--- src/rtl/simulate_data_gen.sv ---
// Synthetic burst traffic source: each En pulse emits BURST_LEN words taken from a
// free-running counter, with VALID_GAP idle cycles between consecutive words.
module simulate_data_gen #(
  parameter int DATA_WIDTH = 64,
  parameter int BURST_LEN  = 256,
  parameter int VALID_GAP  = 0
) (
  input  logic                  clk,
  input  logic                  rst,
  input  logic                  En,
  output logic [DATA_WIDTH-1:0] DataOut,
  output logic                  DataOutValid,
  output logic                  Busy
);

  localparam int WW = $clog2(BURST_LEN + 1);
  localparam int GW = (VALID_GAP > 0) ? $clog2(VALID_GAP + 1) : 1;
  localparam logic [WW-1:0] LAST_WORD = WW'(BURST_LEN);
  localparam logic [GW-1:0] GAP_END   = GW'(VALID_GAP);

  typedef enum logic [1:0] {IDLE, SEND, GAP} state_t;

  state_t                  state_q;
  state_t                  post_emit_d;
  logic [DATA_WIDTH-1:0]   cnt_q, cnt_d;
  logic [DATA_WIDTH-1:0]   dout_q;
  logic [WW-1:0]           words_q, words_d;
  logic [GW-1:0]           gap_q;
  logic                    valid_q;
  logic                    busy_q;

  // words_q is zero in IDLE, so the same increment serves the first word of a burst.
  // A one-word burst passes through SEND, which closes it on the following edge.
  always_comb begin
    words_d     = words_q + WW'(1);
    cnt_d       = cnt_q + DATA_WIDTH'(1);
    post_emit_d = (VALID_GAP > 0 && words_d != LAST_WORD) ? GAP : SEND;
  end

  always_ff @(posedge clk) begin
    if (rst) begin
      state_q <= IDLE;
      cnt_q   <= '0;
      dout_q  <= '0;
      words_q <= '0;
      gap_q   <= '0;
      valid_q <= 1'b0;
      busy_q  <= 1'b0;
    end else begin
      case (state_q)
        IDLE: begin
          if (En) begin
            dout_q  <= cnt_q;
            cnt_q   <= cnt_d;
            valid_q <= 1'b1;
            busy_q  <= 1'b1;
            words_q <= words_d;
            gap_q   <= '0;
            state_q <= post_emit_d;
          end else begin
            valid_q <= 1'b0;
            busy_q  <= 1'b0;
          end
        end
        SEND: begin
          if (words_q == LAST_WORD) begin
            valid_q <= 1'b0;
            busy_q  <= 1'b0;
            words_q <= '0;
            state_q <= IDLE;
          end else begin
            dout_q  <= cnt_q;
            cnt_q   <= cnt_d;
            valid_q <= 1'b1;
            words_q <= words_d;
            gap_q   <= '0;
            state_q <= post_emit_d;
          end
        end
        GAP: begin
          if (gap_q == GAP_END) begin
            dout_q  <= cnt_q;
            cnt_q   <= cnt_d;
            valid_q <= 1'b1;
            words_q <= words_d;
            gap_q   <= '0;
            state_q <= post_emit_d;
          end else begin
            valid_q <= 1'b0;
            gap_q   <= gap_q + GW'(1);
          end
        end
        default: begin
          valid_q <= 1'b0;
          busy_q  <= 1'b0;
          words_q <= '0;
          state_q <= IDLE;
        end
      endcase
    end
  end

  assign DataOut      = dout_q;
  assign DataOutValid = valid_q;
  assign Busy         = busy_q;

endmodule

--- config.mk ---
export PLATFORM = sky130hd
export DESIGN_NAME = simulate_data_gen
export DESIGN_NICKNAME = d
export VERILOG_FILES = /design/src/rtl/simulate_data_gen.sv
export SDC_FILE = /design/constraint.sdc
export NUM_CORES = 1
export LEC_CHECK = 0
export CORE_MARGIN = 8
export CORE_UTILIZATION = 44
export CTS_CLUSTER_SIZE = 28
export DETAILED_ROUTE_END_ITERATION = 12
export GPL_TIMING_DRIVEN = 0
export PLACE_DENSITY = 0.78
export SLEW_MARGIN = 10
export SYNTH_ARGS = -nofsm -noshare
export SYNTH_HDL_FRONTEND = slang
export SYNTH_SLANG_ARGS = --single-unit
--- constraint.sdc ---
create_clock -name clk -period 2.5 [get_ports clk]
set_clock_uncertainty 0.1 [all_clocks]
set_input_delay 0.375 -clock clk [delete_from_list [all_inputs] [get_ports clk]]
set_output_delay 0.375 -clock clk [all_outputs]
set_load 0.02 [all_outputs]
==> flow_summary.json <==
{
  "pre_cts_slack_ps": -357.2,
  "post-route-util_pct": 58.00,
  "diodes": 0,
  "cts_tree": "done",
  "p_total_mw": 5.041,
  "detail_route.wirelength_mm": 15.98,
  "synth_top_area_cell": "dfxtp_1",
  "postSynthCellCount": 740,
  "post-dp-hpwl_mm": 11.14,
  "async_reset_ff_share_pct": 0,
  "maxSlewHeadroom_pct": 43.53,
  "die_w_um": 132.4,
  "grt_max_degree": 17,
  "slew_violations": 0,
  "clk_pin_slew_ps": 60,
  "gp_congestion": 0.9113,
  "clock.fmax_mhz": 416.1,
  "ys_warn_count": 0,
  "p_seq_share_pct": 45.1,
  "viasPerCell": 5.630,
  "die_h_um": 132.4,
  "setup_slack_ps": 96.85,
  "syn2layout_area_growth_pct": 28.84,
  "hold_viol": 0,
  "path_max_fanout": 10,
  "dp.cells": 984,
  "nFillCells": 1216,
  "maxCapViolCount": 0,
  "netlist.area_leader.share_pct": 47.01,
  "port-buffer-count": 68,
  "cts_hold_buffers": 0,
  "ios": 69,
  "wl_per_cell_um": 15.62,
  "combPwrFrac_pct": 3.8,
  "synth_area_leaders": "dfxtp_1 47%, nand2_1 10%, a21oi_1 9.2%, or4_1 3.4%, o31ai_1 2.9%",
  "setup_viol": 0,
  "pwr-share-clk_pct": 51.1,
  "p_sw_mw": 1.140,
  "synth.most_common_cell": "nand2_1",
  "rows": 42,
  "powerDensity_nw_per_um2": 656.2,
  "status": "complete, no violations",
  "leakage_nw": 2.439,
  "dr.pass1.iters": 6,
  "grt_usage_pct": 18.40,
  "clock_sinks": 140,
  "drt-initial-drc-count": 514,
  "fin_crit_sh_pct": 96.13,
  "ys_types": 42,
  "multi_input_area_um2": 3032,
  "rsz0062_at_grt": "yes",
  "synth_nets": 746,
  "initial_core_util_pct": 45.02,
  "antenna_found_initial": 0,
  "crit_type": "flop to flop",
  "syn_avg_cell_area_um2": 8.057,
  "grt_overflow": 0,
  "peakVddDrop_mv": 0.4437,
  "nets": 840,
  "synth.yosys.seq_area_share_pct": 47.01,
  "grt_pass1_wl_mm": 26.72,
  "p_int_mw": 3.901,
  "seq_area_um2": 2806,
  "cts_buffers": 17,
  "cts.path.max_buffers": 2,
  "drive_gt1_share_pct": 9.091,
  "cts_root_buf": "clkbuf_16",
  "cp.required_ps": 2750,
  "ys.flop_type": "dfxtp_1",
  "layoutNonFillerInstCount": 1023,
  "worstHoldPathType": "flop to flop",
  "synth_area_um2": 5962,
  "coreArea_um2": 13240,
  "arrival_ps": 2660,
  "synth.top_cells.by_count": "163 x nand2_1, 140 x dfxtp_1, 109 x a21oi_1, 38 x nor2_1, 31 x clkbuf_1",
  "grt_pass1_vias": 5489,
  "drc_errors": 0,
  "clock_latency_ps": 430,
  "worstSetupEndpointType": "flop",
  "vias": 5759,
  "final.min_clock_period_ps": 2403,
  "crit_path_start_kind": "flop",
  "synth_edf_count": 0,
  "ys_ff_latch": 140,
  "htree_levels": 4,
  "tightestPinTransition_ps": 839.3,
  "die_area_um2": 17530,
  "drt.antenna.violating_nets": 0,
  "sw_frac_of_total_pct": 22.62
}
-- per-stage QoR --
stage / TNS, ps / hold WS (ps) / area (um^2)
6_report: 0 / 352.9 / 7681
3_3_place_gp: -16940 / 341.5 / 6863
3_5_place_dp: -17810 / 346.6 / 6863
2_1_floorplan: 0 / 339.2 / 5962
4_1_cts: 0 / 354.5 / 7579
5_1_grt: -4.865 / 378.2 / 7681
-- registers in the layout, indices dropped and copies added, names as in the netlist --
name / cells
state_q: 1
Busy: 1
DataOut: 64
DataOutValid: 1
cnt_q: 64
words_q: 9
-- metal layers --
| layer | track usage [%] | vias to the layer above | wire, um |
|---|---|---|---|
| met3 | 5.373 | 18 | 1000 |
| met1 | 22.58 | 2731 | 7130 |
| met4 | 7.760 | 0 | 226 |
| met5 | 0 | - | 0 |
| met2 | 29.45 | 181 | 7626 |
| li1 | - | 2829 | - |
-- cell families (layout without fill, tap and decap cells) --
group                    after synthesis  in the layout  synth area share [%]
AO/OA/AOI/OAI                        166            166                 15.43
XOR/XNOR                              20             20                 2.938
adder cells (fa/ha/maj)                3              3                0.6297
buffers and inverters                 54            161                 3.631
flip-flops                           140            140                 47.01
multiplexers                           2              2                0.3777
AND/OR/NAND/NOR                      355            355                 29.99
-- final cells by class --
type                    count  area share, %
multi-input cells         546          39.47
flip-flops and latches    140          36.54
repair buffers             75          9.546
clock buffers              18          5.718
plain buffers              40          2.965
well taps                 176          2.867
clock inverters            14          2.215
inverters                  14         0.6842
-- what timing repair did --
action | in CTS | in global routing
pin swaps | 1 | 3
setup buffers | 3 | 4
resized for setup | 19 | 27
endpoints found under the setup margin | 59 | 106
hold endpoints to repair | 0 | 0
-- worst max-delay path, stage by stage, from the launching register on --
cell,delay (ps)
dfxtp_1,340
inv_1,80
ha_1,130
or4b_4,480
or3_1,360
buf_4,190
nand4_4,130
clkbuf_2,260
o31ai_1,120
a21oi_1,140
-- cell usage in the layout, fill, tap and decap left out, types with 24 or more instances in the layout --
master and n:
nand3_1 27, clkdlybuf4s50_1 68, dfxtp_1 137, a21oi_1 109, nand2_1 163, clkbuf_1 25, nand4_1 24, o21ai_0 24
nor2_1 38, or4_1 27
-- worst paths after layout --
kind,endpoint,depth (start not counted),startpoint,slack (ps)
setup / recovery,cnt_q[38],9,words_q[1],100
hold reg to reg,DataOut[24],2,DataOut[24],350
hold / removal,DataOut[24],2,DataOut[24],350
setup reg to reg,cnt_q[38],9,words_q[1],100
-- power by group through the flow --
| stage | registers [mW] | logic, mW | clock network, mW |
|---|---|---|---|
| 2_1_floorplan | 2.32 | 0.116 | 0 |
| 3_3_place_gp | 2.32 | 0.181 | 0 |
| 3_5_place_dp | 2.32 | 0.182 | 0 |
| 4_1_cts | 2.27 | 0.188 | 2.60 |
| 5_1_grt | 2.28 | 0.211 | 2.70 |
| 6_report | 2.27 | 0.190 | 2.58 |
Power figures use the tool's default switching activity.
